<file path="src/rtl/clk_div_multi.sv">
// Multi-channel programmable clock divider producing registered divided levels and
// one-cycle ticks. Divisor updates take effect only at period boundaries, so clk_out never glitches.
module clk_div_multi #(
  parameter int NCH     = 4,
  parameter int WIDTH   = 8,
  parameter int DEF_DIV = 5
) (
  input  logic             clk,
  input  logic             rst,
  input  logic [NCH-1:0]   en,
  input  logic             sync,
  input  logic [NCH-1:0]   div_wr,
  input  logic [WIDTH-1:0] div_in,
  output logic [NCH-1:0]   clk_out,
  output logic [NCH-1:0]   tick,
  output logic [NCH-1:0]   pend
);

  localparam logic [WIDTH-1:0] DEF = WIDTH'(DEF_DIV);
  localparam logic [WIDTH-1:0] ONE = WIDTH'(1);

  logic [NCH-1:0][WIDTH-1:0] cnt_q, act_q, nxt_q;
  logic [NCH-1:0][WIDTH-1:0] cnt_d, act_d, nxt_d;
  logic [NCH-1:0][WIDTH-1:0] eff_q, eff_d;
  logic [NCH-1:0]            wrap, pend_d, tick_d, clk_out_d;

  // A divisor of 0 or 1 behaves as 1. A pending divisor is applied on any
  // restart point (disable, sync or wrap). A new write then re-arms pend.
  always_comb begin
    cnt_d     = cnt_q;
    act_d     = act_q;
    nxt_d     = nxt_q;
    pend_d    = pend;
    tick_d    = '0;
    clk_out_d = '0;
    eff_q     = '0;
    eff_d     = '0;
    wrap      = '0;
    for (int i = 0; i < NCH; i++) begin
      eff_q[i] = (act_q[i] <= ONE) ? ONE : act_q[i];
      wrap[i]  = (cnt_q[i] == eff_q[i] - ONE);
      if (!en[i] || sync || wrap[i]) begin
        cnt_d[i] = '0;
        if (pend[i]) begin
          act_d[i] = nxt_q[i];
        end
        pend_d[i] = 1'b0;
      end else begin
        cnt_d[i] = cnt_q[i] + ONE;
      end
      tick_d[i] = en[i] && !sync && wrap[i];
      if (div_wr[i]) begin
        nxt_d[i]  = div_in;
        pend_d[i] = 1'b1;
      end
      // The level follows the count held in the coming cycle, under the divisor that governs it.
      eff_d[i]     = (act_d[i] <= ONE) ? ONE : act_d[i];
      clk_out_d[i] = en[i] && !sync && (cnt_d[i] >= (eff_d[i] >> 1));
    end
  end

  always_ff @(posedge clk) begin
    if (rst) begin
      cnt_q   <= '0;
      act_q   <= {NCH{DEF}};
      nxt_q   <= {NCH{DEF}};
      pend    <= '0;
      tick    <= '0;
      clk_out <= '0;
    end else begin
      cnt_q   <= cnt_d;
      act_q   <= act_d;
      nxt_q   <= nxt_d;
      pend    <= pend_d;
      tick    <= tick_d;
      clk_out <= clk_out_d;
    end
  end

endmodule
</file>
<file path="config.mk">
export PLATFORM = sky130hd
export DESIGN_NAME = clk_div_multi
export DESIGN_NICKNAME = d
export VERILOG_FILES = /design/src/rtl/clk_div_multi.sv
export SDC_FILE = /design/constraint.sdc
export NUM_CORES = 1
export LEC_CHECK = 0
export ABC_AREA = 1
export CORE_MARGIN = 10
export CORE_UTILIZATION = 55
export DETAILED_ROUTE_END_ITERATION = 16
export GPL_TIMING_DRIVEN = 0
export PLACE_DENSITY = 0.73
export SLEW_MARGIN = 30
export SYNTH_ARGS = -nofsm -noshare
export SYNTH_HDL_FRONTEND = slang
export SYNTH_SLANG_ARGS = --single-unit
</file>
<file path="constraint.sdc">
create_clock -name clk -period 8.3 [get_ports clk]
set_input_delay 1.66 -clock clk [delete_from_list [all_inputs] [get_ports clk]]
set_output_delay 1.66 -clock clk [all_outputs]
set_load 0.005 [all_outputs]
</file>
Word level (Yosys, flattened, before mapping)
Index checks and enable logic that the tools add are counted.
- output and inout bits: 12
- bits of input ports: 19
- register bits after elaboration: 108
- logic and storage cells: 99
- reduce and logical (&&, ||, !) cells: 29
- $add $sub $neg: 8
- order comparisons: 12
- equality and inequality tests: 4
- mux-type cells: 28
- operators by type and width (kind ; number):
    $mux W8 ; 20
    $le A8 B1 Y1 const B ; 8
    $add A8 B1 Y8 const B ; 4
    $eq A8 B8 Y1 ; 4
    $ge A8 B7 Y1 ; 4
    $sub A8 B1 Y8 const B ; 4
    $logic_and A1 B1 Y1 ; 12
    $logic_or A1 B1 Y1 ; 8
    $mux W1 ; 8
    $reduce_bool A2 Y1 ; 4
    $logic_not A1 Y1 ; 5

Depth between registers and ports, before layout
- depth in word-level cells: 10
- mapped depth: 38
- gate-level depth less buffers: 37

Least setup slack after synthesis
OpenSTA, ideal clock, no wires.
- path type: input -> register
- from: input sync
- to: register clk_out[2]
- arrival time: 3.397 ns
- library setup time: 0.109 ns
- setup slack: 4.794 ns
- cell stages on the path: 25
- path buffers: 1
- path through: inv_1 nand2_1 clkinv_1 nand2_4 buf_6 nand2_1 o21ai_1 inv_1 ha_1 inv_1 nand2_1 nand2_1 nand2_1 nand2_1 nand2_1 nand2_1 nand2_1 nand2_1 nand2_1 nand2_1 nand2_1 nand2_1 nand3_1 nand2_1 inv_1
- longest elaborated chain between the ends: 7
- ends and longest elaborated chain (what ; RTL line ; source):
    from (decl) ; 11 ; input logic sync,
    $logic_or A1 B1 Y1 (2 in series) ; 42 ; if (!en[i] || sync || wrap[i]) begin
    $mux W8 ; 42 ;
    $le A8 B1 Y1 ; 57 ; eff_d[i] = (act_d[i] <= ONE) ? ONE : act_d[i];
    $mux W8 ; 57 ;
    $ge A8 B7 Y1 ; 58 ; clk_out_d[i] = en[i] && !sync && (cnt_d[i] >= (eff_d[i] >> 1));
    $logic_and A1 B1 Y1 * ; 58 ;
    to (signal assigned) ; 76 ; clk_out <= clk_out_d;
    to (decl) ; 14 ; output logic [NCH-1:0] clk_out,
Mark *: on every way between the ends. The rest lies on a longest branch, timed or not.
A chain may end at the register's enable or synchronous reset.

Worst setup path in the final report
Same ends and word-level chain as after synthesis.

==> flow_summary.yaml <==
cells_and_area:
  area_growth_pct: 11.2
  final_nets: 1144
  layout_common_cells: "283 x nand2_1, 146 x nor2_1, 142 x inv_1, 108 x dfxtp_1, 87 x nand3_1"
  fin_util_pct: 62.2
  antenna_cells: 0
  drive_above_1_share_pct: 6.76
  mostFrequentLayoutCell: "nand2_1"
min_path:
  hold_class: "flip-flop to flip-flop"
  hold_path_end: "nxt_q[8]$_SDFFE_PP1P_"
  min-delay-start: "nxt_q[8]$_SDFFE_PP1P_"
  holdPathStages: 2
power:
  worst_ir_drop_vdd_uv: 104
  power-per-cell-area_nw_per_um2: 169
  p_leak_uw: 0.00361
clock_tree:
  postCtsSetupRepairBufs: 0
  numCtsBuffers: 9
  ctsHoldBuffers: 0
  cts.root.buffer_cell: "clkbuf_16"
  clkSinkCount: 108
  cts_max_level: 3
  cts_tree: "built"
  ctsResizeCount: 0
  clkTransAtPathRegs_ns: 0.07
  insertion_delay_ns: 0.35
  clockBufferDepth: 2
timing:
  clock_skew_ns: 0.00715
  max_freq_mhz: 234
  slew_viol_final: 0
  relSlewSlack_pct: 44.2
  min_period_ns: 4.27
  setup_violations: 0
  hold_violations: 0
  grt_setup_unrepaired: "no"
  setup_slack_ns: 4.03
  tightestPinTransition_ns: 0.838
  fin_setup_tns_ns: 0
  finalCritPeriodShare_pct: 51.4
logic_synthesis:
  synth-edff-count: 0
  ys.warnings.count: 0
  netlist_instances: 1052
  avgSynthCellArea_um2: 6.36
  synth.net_count: 1107
  ys_types: 38
  ys.flop_type: "dfxtp_1"
  syn_area_um2: 6700
  async_flop_share_pct: 0
  ys_seq_area_share_pct: 32.3
  yosys_register_bits: 108
setup_path:
  crit_arrival_ns: 4.51
  r2r_end: "clk_out[3]$_SDFF_PP0_"
  path_common_cell: "nand2_1"
  cp-start-kind: "primary input"
  endpoint_kind: "flip-flop"
  path_delay_family: "buffers and inverters"
  worstSetupPathType: "primary input to flip-flop"
  crit_cells: 26
  max_stage_delay_ns: 0.48
  worstPathRequired_ns: 8.55
  critPathMaxFanout: 10
  r2r_slack_ns: 4.64
  r2r_cells: 33
  path_buf_inv: 7
  r2r-start: "act_q[29]$_SDFF_PP0_"
  crit_slowest_cell: "clkdlybuf4s50_1"
route:
  postRouteAntennaNets: 0
  drt-total-wl_um: 16000
  drt_pre_antenna_iters: 5
  post-route-drc-count: 0
  drt_iter0_drc: 525
  via_per_inst: 5.11
  route.vias.total: 6347
  wl_per_cell_um: 12.9
floorplanning:
  die_w_um: 130
  coreArea_um2: 12000
  initial_core_util_pct: 56.0
  io_pins: 31
  rows: 40
  die_area_um2: 17000
  fp.dieH_um: 130
global_routing:
  grt-ovfl-total: 0
  grt_max_degree: 18
  grt_pass1_wl_um: 27000
  grt_usage_pct: 19.5
  grt_pass1_vias: 5890
  antenna_found_initial: 0
status:
  status: "finished, final reports clean"
place:
  place.gp.congestion: 0.919
  pre_cts_ws_ns: 3.65
  dp.final_hpwl_um: 12300
  io_buffers: 26
job:
  maxCapViolCount: 0
area by class of cell:
cell class	count	area, um^2
clock buffers	11	243
clock inverters	5	60.1
inverters	163	613
multi-input cells	747	3760
plain buffers	34	161
repair buffers	26	260
fillers	1162	4520
well taps	147	184
flip-flops and latches	108	2160
cells in the mapped netlist, types with 2 or more instances:
library cell,instances,area [um^2]
nand2_1,283,1060
nor2_1,146,548
inv_1,142,533
dfxtp_1,108,2160
nand3_1,87,435
o21ai_0,53,265
ha_1,36,450
nor3_1,29,145
clkbuf_1,24,90.1
xor2_1,20,175
a21oi_1,16,80.1
inv_2,14,52.6
nor2_2,13,81.3
nand4_1,11,68.8
xnor2_1,11,96.3
nand2_2,7,43.8
nor4_1,7,43.8
buf_2,6,30.0
clkinv_1,6,22.5
nand2_4,6,67.6
buf_6,3,33.8
nand3b_1,3,22.5
a21o_1,2,15.0
o211ai_1,2,15.0
o21ai_1,2,10.0
o21ai_2,2,17.5
o21bai_1,2,15.0
logic make-up (layout without fill, tap and decap cells):
group,after synthesis,count (layout),synth area share (%)
muxes,2,2,0.318
DFF,108,108,32.3
buffers and inverters,197,239,11.6
and+or+nand+nor,597,597,38.6
AOI/OAI and AO/OA,81,81,6.48
xor gates and xnor gates,31,31,4.06
adders and majority gates,36,36,6.73
layer usage:
layer | routed length (um) | share of wire (%) | up-vias | global-route usage [%]
li1 | - | - | 3358 | -
met1 | 7530 | 47 | 2829 | 25.5
met2 | 7330 | 46 | 138 | 32.1
met3 | 859 | 5.4 | 22 | 3.45
met4 | 294 | 1.8 | 0 | 5.76
met5 | 0 | 0 | - | 0
worst max-delay path by stage:
| stage | end | slack (ns) | start |
|---|---|---|---|
| 3_5_place_dp | clk_out[2]$_SDFF_PP0_ | 3.65 | sync |
| 5_1_grt | clk_out[2]$_SDFF_PP0_ | 3.63 | sync |
| 3_3_place_gp | clk_out[2]$_SDFF_PP0_ | 3.66 | sync |
| 4_1_cts | clk_out[2]$_SDFF_PP0_ | 4.00 | sync |
| 6_report | clk_out[2]$_SDFF_PP0_ | 4.03 | sync |
| 2_1_floorplan | clk_out[2]$_SDFF_PP0_ | 4.79 | sync |
power by group:
part           internal, uW  total, uW  leakage, uW  switching [uW]
clock                   244        442     0.000146             198
sequential              542        561     0.000884            18.6
combinational          90.1        253      0.00258             163
total                   876       1260      0.00361             380
sequential cells by signal (all words and copies together) (netlist names):
name     flops
pend         4
tick         4
act_q       32
nxt_q       32
clk_out      4
cnt_q       32
tightest hold or removal path, cell delays in order, from the launching register on:
cell and delay, ns:
dfxtp_1 0.33, nand2_1 0.05, nand3_1 0.05
per-stage QoR:
stage	area [um^2]	std cells	hold WS (ns)	power, uW
final	7440	1241	0.460	1260
after global routing	7440	1241	0.484	1330
after CTS	7440	1241	0.464	1260
after detailed placement	7140	1225	0.445	825
after global placement	7140	1225	0.441	821
after floorplan	6700	1052	0.428	757
No activity file was read; power rests on OpenSTA's default activity.
